`src/rtl/rand_pkg.sv`:
```
// rand_pkg -- shared constants and FSM state type for the rand_range block.
//   RND_W          : width of the raw random word, the limit and the result
//   MAX_TRIES      : consecutive rejections before the fold-back fallback
//   PREFETCH_DEPTH : result FIFO depth (used only with RAND_RANGE_PREFETCH_EN)
package rand_pkg;
  localparam int RND_W          = 10;
  localparam int MAX_TRIES      = 16;
  localparam int PREFETCH_DEPTH = 4;
  localparam int TRY_W          = $clog2(MAX_TRIES);
  localparam int PTR_W          = $clog2(PREFETCH_DEPTH);
  localparam int CNT_W          = PTR_W + 1;

  typedef enum logic [1:0] {
    IDLE   = 2'd0,
    SAMPLE = 2'd1,
    DONE   = 2'd2
  } state_t;
endpackage

```
`src/rtl/range_mask.sv`:
```
// range_mask -- combinational rejection-sampling mask.
// Produces the smallest all-ones value 2^k-1 that is >= n-1, so that masking a
// random word gives a candidate below 2n. n=0 and n=1 both give mask 0.
// Ports:
//   n    : in,  RND_W bits, exclusive range bound
//   mask : out, RND_W bits, all-ones mask covering n-1
module range_mask
  import rand_pkg::*;
(
  input  logic [RND_W-1:0] n,
  output logic [RND_W-1:0] mask
);

  logic [RND_W-1:0] top_s;

  // Smear the highest set bit of n-1 into every lower position.
  always_comb begin
    top_s = (n == {RND_W{1'b0}}) ? {RND_W{1'b0}} : (n - RND_W'(1));
    mask  = top_s;
    for (int i = 1; i < RND_W; i++) begin
      mask = mask | (top_s >> i);
    end
  end

endmodule

```
`src/rtl/rand_range.sv`:
```
// rand_range -- maps a raw PRNG word onto the range [0, Limit) by masked
// rejection sampling. After MAX_TRIES consecutive rejections the candidate is
// folded back (cand - limit), bounding latency to 17 cycles.
// Optional feature macro: RAND_RANGE_PREFETCH_EN adds a PREFETCH_DEPTH-entry
// result FIFO that is filled while idle for the last latched limit, so a
// repeat request with the same limit answers in one cycle.
// Ports:
//   Clk   : in,  clock, rising edge
//   Reset : in,  synchronous active-high reset
//   Rnd   : in,  10-bit raw random word, fresh each cycle
//   Limit : in,  10-bit exclusive upper bound N
//   Req   : in,  request strobe (ignored while Busy)
//   Value : out, 10-bit result, held until the next result
//   Valid : out, one-cycle pulse marking a new Value
//   Busy  : out, high while a request is in progress
module rand_range
  import rand_pkg::*;
(
  input  logic             Clk,
  input  logic             Reset,
  input  logic [RND_W-1:0] Rnd,
  input  logic [RND_W-1:0] Limit,
  input  logic             Req,
  output logic [RND_W-1:0] Value,
  output logic             Valid,
  output logic             Busy
);

  state_t           state, state_nxt;
  logic [TRY_W-1:0] try_q, try_nxt;
  logic [RND_W-1:0] lim_q, lim_nxt;
  logic [RND_W-1:0] mask_q, mask_nxt;
  logic [RND_W-1:0] value_nxt;
  logic [RND_W-1:0] mask_s, cand_s, result_s;
  logic             hit_s, take_s;

  range_mask u_range_mask (
    .n    (Limit),
    .mask (mask_s)
  );

  // Candidate evaluation shared by the request path and the prefetch filler.
  // A zero limit accepts the (necessarily zero) candidate immediately.
  always_comb begin
    cand_s   = Rnd & mask_q;
    hit_s    = (cand_s < lim_q) || (lim_q == {RND_W{1'b0}});
    take_s   = hit_s || (try_q == TRY_W'(MAX_TRIES - 1));
    result_s = hit_s ? cand_s : (cand_s - lim_q);
  end

`ifdef RAND_RANGE_PREFETCH_EN
  logic [RND_W-1:0] fifo_mem [PREFETCH_DEPTH];
  logic [PTR_W-1:0] wr_ptr, rd_ptr;
  logic [CNT_W-1:0] fifo_cnt;
  logic             armed_q, armed_nxt;
  logic             push_s, pop_s, flush_s;
`endif

  // Next-state, counter and result selection.
  always_comb begin
    state_nxt = state;
    try_nxt   = try_q;
    lim_nxt   = lim_q;
    mask_nxt  = mask_q;
    value_nxt = Value;
`ifdef RAND_RANGE_PREFETCH_EN
    armed_nxt = armed_q;
    push_s    = 1'b0;
    pop_s     = 1'b0;
    flush_s   = 1'b0;
`endif
    case (state)
      IDLE: begin
        if (Req) begin
          try_nxt = {TRY_W{1'b0}};
`ifdef RAND_RANGE_PREFETCH_EN
          if (armed_q && (Limit == lim_q) && (fifo_cnt != {CNT_W{1'b0}})) begin
            pop_s     = 1'b1;
            value_nxt = fifo_mem[rd_ptr];
            state_nxt = DONE;
          end else begin
            // Stored results belong to the old limit; drop them on a change.
            flush_s   = (Limit != lim_q);
            armed_nxt = 1'b1;
            lim_nxt   = Limit;
            mask_nxt  = mask_s;
            state_nxt = SAMPLE;
          end
`else
          lim_nxt   = Limit;
          mask_nxt  = mask_s;
          state_nxt = SAMPLE;
`endif
        end else begin
`ifdef RAND_RANGE_PREFETCH_EN
          // Background fill for the last latched limit while nobody asks.
          if (armed_q && (fifo_cnt != CNT_W'(PREFETCH_DEPTH))) begin
            if (take_s) begin
              push_s  = 1'b1;
              try_nxt = {TRY_W{1'b0}};
            end else begin
              try_nxt = try_q + TRY_W'(1);
            end
          end else begin
            try_nxt = try_q;
          end
`else
          state_nxt = IDLE;
`endif
        end
      end
      SAMPLE: begin
        if (take_s) begin
          value_nxt = result_s;
          try_nxt   = {TRY_W{1'b0}};
          state_nxt = DONE;
        end else begin
          try_nxt = try_q + TRY_W'(1);
        end
      end
      DONE:    state_nxt = IDLE;
      default: state_nxt = IDLE;
    endcase
  end

  // State, latched request parameters and registered outputs.
  always_ff @(posedge Clk) begin
    if (Reset) begin
      state  <= IDLE;
      try_q  <= {TRY_W{1'b0}};
      lim_q  <= {RND_W{1'b0}};
      mask_q <= {RND_W{1'b0}};
      Value  <= {RND_W{1'b0}};
      Valid  <= 1'b0;
      Busy   <= 1'b0;
    end else begin
      state  <= state_nxt;
      try_q  <= try_nxt;
      lim_q  <= lim_nxt;
      mask_q <= mask_nxt;
      Value  <= value_nxt;
      Valid  <= (state_nxt == DONE);
      Busy   <= (state_nxt != IDLE);
    end
  end

`ifdef RAND_RANGE_PREFETCH_EN
  // Prefetch FIFO; push and pop never coincide since both are decided in IDLE.
  always_ff @(posedge Clk) begin
    if (Reset || flush_s) begin
      wr_ptr   <= {PTR_W{1'b0}};
      rd_ptr   <= {PTR_W{1'b0}};
      fifo_cnt <= {CNT_W{1'b0}};
      armed_q  <= Reset ? 1'b0 : armed_nxt;
    end else begin
      armed_q <= armed_nxt;
      if (push_s) begin
        fifo_mem[wr_ptr] <= result_s;
        wr_ptr           <= wr_ptr + PTR_W'(1);
      end else begin
        wr_ptr <= wr_ptr;
      end
      if (pop_s) begin
        rd_ptr <= rd_ptr + PTR_W'(1);
      end else begin
        rd_ptr <= rd_ptr;
      end
      fifo_cnt <= fifo_cnt + CNT_W'(push_s) - CNT_W'(pop_s);
    end
  end
`endif

endmodule

```
`config.mk`:
```
export PLATFORM = sky130hd
export DESIGN_NAME = rand_range
export DESIGN_NICKNAME = d
export VERILOG_FILES = /design/src/rtl/rand_pkg.sv /design/src/rtl/range_mask.sv /design/src/rtl/rand_range.sv
export SDC_FILE = /design/constraint.sdc
export NUM_CORES = 1
export LEC_CHECK = 0
export ABC_CLOCK_PERIOD_IN_PS = 3180
export BUFFER_PORTS_ARGS = -buffer_cell sky130_fd_sc_hd__clkbuf_2
export CORE_ASPECT_RATIO = 2
export CORE_UTILIZATION = 53
export CTS_CLUSTER_DIAMETER = 200
export DETAILED_ROUTE_END_ITERATION = 12
export PLACE_DENSITY = 0.71
export SYNTH_ARGS = -nofsm -noshare
export SYNTH_HDL_FRONTEND = slang
export SYNTH_SLANG_ARGS = --single-unit
```
`constraint.sdc`:
```
create_clock -name Clk -period 3.18 [get_ports Clk]
set_input_delay 0.159 -clock Clk [delete_from_list [all_inputs] [get_ports Clk]]
set_output_delay 0.159 -clock Clk [all_outputs]
set_load 0.01 [all_outputs]
```
* Word-level counts from Yosys, hierarchy flattened *
Cells that the tools add are included.

word-level totals
  RAM bits = 0
  bits in latches = 0
  memory bits (read-only) = 0
  memories = 0
  input port bits = 23
  output and inout port bits = 12
  register bits after elaboration = 38
  word-level logic and storage cells = 43

operators by class
  div/mod/pow operators = 0
  reductions and logical operators = 10
  shift operators = 0
  equality and inequality tests = 4
  mux-type cells = 8
  add/subtract/negate cells = 3
  bitwise operators = 10
  magnitude comparators = 1
  multipliers = 0

operators by type and width
  operator               count
  $logic_not 10->1       2
  $mux 10                2
  $and 10x10->10         1
  $lt 10x10->1           1
  $or 10x1->10           1
  $or 10x2->10           1
  $or 10x3->10           1
  $or 10x4->10           1
  $or 10x5->10           1
  $or 10x6->10           1
  $or 10x7->10           1
  $or 10x8->10           1
  $or 10x9->10           1
  $sub 10x1->10 const B  1
  $sub 10x10->10         1
  $mux 4                 2
  $pmux 4 s2             1
  $reduce_and 2->1       3
  $add 4x1->4 const B    1
  $eq 4x4->1 const B     1
  $pmux 2 s2             1
  $reduce_bool 2->1      2
  $eq 2x1->1 const B     1
  $eq 2x2->1 const B     1
  other kinds (5)        6

* Depth between registers and ports, before layout *
  depth in word-level cells = 11
  depth in mapped cells = 10
  depth with buffers taken out = 9

* By module *
Synthesis repeated with hierarchy kept, for this count alone.

unflattened totals
  cells, all modules = 323
  area total of the unflattened synthesis = 2544.9 um^2

modules (own cells, without submodules)
  module      area each (um^2)  instances  cells an instance  sequential area each (um^2)
  rand_range  2114.5            1          256                760.7
  range_mask  430.4             1          67                 0.0

* Worst setup path before layout *
Ideal clock, no wire load.

  path type = flip-flop to flip-flop
  start = reg mask_q[0]
  end = reg try_q[3]
  cell stages (with the launch flop) = 11
  data required time = 3.106 ns
  arrival time = 2.461 ns
  buffers on the path = 1
  library setup time = 0.074 ns
  setup slack = 0.645 ns
  period minus slack after synthesis = 2.535 ns
  cell sequence = dfxtp_1 nand2_1 ha_1 fa_1 nand2b_1 a211oi_1 o221a_2 o31ai_1 buf_4 or4_1 a31oi_1

between the ends
  longest elaborated chain between the ends = 6

RTL lines
  item                    RTL line           text
  start, declared         rand_range.sv:32   logic [RND_W-1:0] mask_q, mask_nxt;
  start signal, assigned  rand_range.sv:132  mask_q <= {RND_W{1'b0}};
  start signal, assigned  rand_range.sv:140  mask_q <= mask_nxt;
  $and 10x10->10          rand_range.sv:45   cand_s = Rnd & mask_q;
  $lt 10x10->1            rand_range.sv:46   hit_s = (cand_s < lim_q) || (lim_q == {RND_W{1'b0}});
  $logic_or 1x1->1        rand_range.sv:46
  $logic_or 1x1->1        rand_range.sv:47   take_s = hit_s || (try_q == TRY_W'(MAX_TRIES - 1));
  $mux 4                  rand_range.sv:113  if (take_s) begin
  $pmux 4 s2              rand_range.sv:72   case (state)
  end signal, assigned    rand_range.sv:130  try_q <= {TRY_W{1'b0}};
  end signal, assigned    rand_range.sv:138  try_q <= try_nxt;
  end, declared           rand_range.sv:30   logic [TRY_W-1:0] try_q, try_nxt;

Every way passes these cells.
A chain may end at the register's enable or synchronous reset.

* Worst setup path after layout *
  start = reg mask_q[0]
  end = reg Value[1]

between the ends
  longest elaborated chain between the ends = 5
  elaborated cells on any way between the ends = 7
  classes of those cells = add/sub: 1; order compare: 1; mux: 1; bitwise: 1; reduce/logical: 3

RTL lines
  item                        RTL line           text
  $and 10x10->10 *            rand_range.sv:45
  $lt 10x10->1                rand_range.sv:46
  $logic_or 1x1->1            rand_range.sv:46
  $logic_or 1x1->1            rand_range.sv:47
  $reduce_and 2->1 (no line)  n/a
  end signal, assigned        rand_range.sv:133  Value <= {RND_W{1'b0}};
  end signal, assigned        rand_range.sv:141  Value <= value_nxt;
  end, declared               rand_range.sv:24   output logic [RND_W-1:0] Value,

Every way passes the cells marked *; elsewhere a longest branch is shown, timed or not.

==> flow_summary_export.csv <==
group,metric,value,unit
global_routing,grt_max_degree,39,
hold_path,hp-start,"Limit[8]",
clock_tree,worstSkewPairLatency,0.29,ns
clock_tree,root_buffer,"clkbuf_8",
sta,worst_pin_slew,0.7633,ns
worst_setup_path,critPathMaxFanout,9,
worst_setup_path,crit_required,3.33,ns
placement,gp_congestion,0.9189,
placement,dp_hpwl,4513,µm
sta,timing.slew.headroom,49.11,%
synthesis,synth-main-ff-cell,"dfxtp_1",
synthesis,syn_inst,308,
sta,fin_crit,2.831,ns
synthesis,synth_seq_cells,38,
hold_path,hold_depth,3,
route,postRouteAntennaNets,0,
synthesis,synth_enable_flop_cells,0,
final_layout,syn_to_final_growth,12.48,%
die,ioPinCount,35,
sta,rsz0062_at_grt,"no",
global_routing,track_usage,25.61,%
sta,finalHoldViolCount,0,
worst_setup_path,r2r_cells,10,
die,die_h,96.89,µm
clock_tree,clk_pin_slew_worst_paths,0.08,ns
synthesis,yosysTopAreaCell,"dfxtp_1",
power_and_ir_drop,power.total,0.001343,W
sta,finClkSkew,0.005421,ns
power_and_ir_drop,p_leak,1.077,nW
worst_setup_path,path_buf_inv,1,
sta,min_period_over_period,89.03,%
synthesis,syn-cell-area,2386,µm²
final_layout,antennaDiodeCount,0,
route,num_vias,2295,
die,core,4339,µm²
sta,setup_viol,0,
die,die_x,49.45,µm
route,drt-pass1-iter-count,4,
die,dieArea,4791,µm²
clock_tree,clockBufferDepth,2,
global_routing,antenna_found_initial,0,
synthesis,ys_types,55,
worst_setup_path,crit_top_cell,"a211oi_1",
sta,final-max-slew-violation-count,0,
worst_setup_path,crit_path_end_kind,"flop",
final_layout,fill_cells,440,
route,routedWlPerCell,14.71,µm
synthesis,yosys.area.top_type_share,31.88,%
sta,fmax,353.2,MHz
synthesis,yosysWarnings,0,
worst_setup_path,worstSetupPathType,"reg2reg",
clock_tree,cts.hold.buffers_added,0,
job,maxCapViolations,0,
route,drt_iter0_drc,62,
route,post-route-drc-count,0,
die,placementRows,34,
synthesis,synthArstFlopShare,0,%
final_layout,stdcell_count,395,
worst_setup_path,crit_arrival,2.98,ns
worst_setup_path,ff2ff_setup_slack,0.35,ns
worst_setup_path,r2r_start,"mask_q[0]$_SDFFE_PP0P_",
power_and_ir_drop,powerDensity,500.4,nW/µm²
outcome,run_status,"complete, no violations",
worst_setup_path,r2r_end,"Value[1]$_SDFFE_PP0P_",
clock_tree,cts_made_buffers,5,
final_layout,layout-drive-gt1-share,17.60,%
worst_setup_path,startpoint_type,"flop",
hold_path,hold_end,"lim_q[8]$_SDFFE_PP0P_",
worst_setup_path,max_stage_delay,0.38,ns
sta,setup_tns,0,ns
synthesis,seq_area_frac_synth,31.88,%
global_routing,grt_pass1_wl,9549,µm
global_routing,grt_pass1_vias,2180,
synthesis,syn_area_per_cell,7.747,µm²
clock_tree,cts_tree,"yes",
die,initial_core_util,54.99,%
clock_tree,cts.sink_count,38,
worst_setup_path,cp_top_family,"compound AO/OA/AOI/OAI gates",
route,viasPerCell,5.810,
synthesis,syn_nets,344,
placement,io_buffers,34,
route,routed_wl,5812,µm
hold_path,min_path_type,"in2reg",
clock_tree,cts.htree.levels,2,
worst_setup_path,crit_slowest_cell,"fa_1",
synthesis,yosys-top-cells-area,"dfxtp_1 32%, nand2_1 7.4%, ha_1 6.3%, nor2_1 6.1%, a21oi_1 4.8%",
global_routing,grt-ovfl-total,0,
final_layout,nNetsFinal,376,
worst_setup_path,path_cells,"nand2_1 > ha_1 > fa_1 > nand2b_1 > a211oi_1 > o221a_2 > o31a_1 > buf_4 > mux2i_1 > a211oi_1",
placement,placed_cells,387,
power_and_ir_drop,vdd_drop_max,0.3527,mV
[cell type report]
class	count	area (µm²)	area share [%]
well taps	54	67.56	2.517
flip-flops and latches	38	760.7	28.35
clock buffers	6	82.58	3.077
inverters	13	48.80	1.818
clock inverters	2	12.51	0.4662
multi-input cells	244	1511	56.32
repair buffers	38	200.2	7.459
[tightest hold or removal path, delay by kind of cell]
kind | cells | cell delay, ns
buf+inv | 1 | 0.10
simple gates | 1 | 0.05
compound gates | 1 | 0.05
[power breakdown]
group          switching [W]  total (W)  leakage (nW)  internal [W]
Combinational       0.000264   0.000443         0.717      0.000179
Sequential         0.0000278   0.000549         0.312      0.000522
Clock               0.000176   0.000351        0.0472      0.000174
Total               0.000468    0.00134          1.08      0.000875
[registers in the layout (all words and copies together), names as in the netlist]
register  cells
lim_q        10
mask_q       10
Valid         1
Value        10
try_q         4
state         2
Busy          1
[synth_stat cells (2+ instances only)]
cell type,n
a311oi_1,4
o31ai_1,4
nor2_1,39
or4_1,3
nand3b_1,3
xnor2_1,2
nand2_1,47
xor2_1,4
a211oi_1,9
o21ai_0,6
clkbuf_1,8
and2_1,9
nand4b_1,2
or3_1,2
a21oi_1,23
o21a_1,3
and3_1,3
nand4_1,2
ha_1,12
or4_4,2
buf_6,2
or2_2,3
dfxtp_1,38
nor3_1,8
nand2b_1,4
inv_1,13
or3_2,2
nor4_1,4
nor2b_1,6
nand3_1,10
a31oi_1,2
mux2i_1,2
o21bai_1,4
o211ai_1,2
[cell usage in the layout (no fill, tap or decap), drive strengths merged, types with 2 or more instances in the layout]
master / Yosys / final
mux2i: 2 / 2
a311oi: 4 / 4
clkbuf: 9 / 40
nor2b: 6 / 6
nand4: 2 / 2
and2: 9 / 9
a211oi: 9 / 9
xnor2: 2 / 2
or3: 4 / 4
inv: 13 / 13
or4: 5 / 5
nor3: 8 / 8
o31ai: 4 / 4
a21oi: 23 / 23
o21a: 3 / 3
and3: 3 / 3
a31oi: 3 / 3
nor2: 40 / 40
nor4: 5 / 5
nand3b: 3 / 3
buf: 4 / 4
or2: 3 / 3
nand2: 47 / 47
nand4b: 2 / 2
o211ai: 3 / 3
nand2b: 4 / 4
ha: 12 / 12
o2111ai: 2 / 2
dfxtp: 38 / 38
nand3: 10 / 10
o21bai: 4 / 4
o21ai: 6 / 6
xor2: 4 / 4
[timing repair]
item                                   in CTS  in global routing
setup endpoints to repair                   0                  3
endpoints found under the hold margin       0                  0
resized for setup                           0                  1
buffers inserted                            0                  0
[cell families after synthesis]
group	synth area share [%]
mux	0.8390
xor+xnor	2.202
simple gates	32.67
fa+ha+maj	7.131
compound gates	20.29
flops	31.88
buf+inv	4.981
[per-stage QoR]
step | setup WS (ns) | hold WS, ns | instance area (µm²) | util (%)
floorplan | 0.6445 | 0.2950 | 2386 | -
detailed placement | 0.3221 | 0.4187 | 2584 | 59.54
global placement | 0.3632 | 0.4089 | 2584 | 59.54
finish | 0.3488 | 0.1132 | 2684 | 61.85
CTS | 0.2578 | 0.1087 | 2679 | 61.74
global route | 0.1651 | 0.1190 | 2684 | 61.85
[worst max-delay path by stage]
stage                      startpoint                    end  cells past startpoint
4_1_cts        mask_q[7]$_SDFFE_PP0P_  Value[7]$_SDFFE_PP0P_                      8
3_3_place_gp   mask_q[0]$_SDFFE_PP0P_  try_q[0]$_SDFFE_PP0P_                      9
3_5_place_dp   mask_q[7]$_SDFFE_PP0P_  Value[7]$_SDFFE_PP0P_                      8
6_report       mask_q[0]$_SDFFE_PP0P_  Value[1]$_SDFFE_PP0P_                     10
5_1_grt        mask_q[0]$_SDFFE_PP0P_  Value[2]$_SDFFE_PP0P_                     10
2_1_floorplan  mask_q[0]$_SDFFE_PP0P_  try_q[3]$_SDFFE_PP0P_                     10
[layer usage]
layer	vias up	share of wire (%)	GRT usage, %
li1	1159	-	-
met1	1068	39	25.02
met2	56	56	49.95
met3	12	2.5	2.830
met4	0	2.9	12.75
met5	-	0	0
Note: power is estimated with default switching activity, not from simulation.
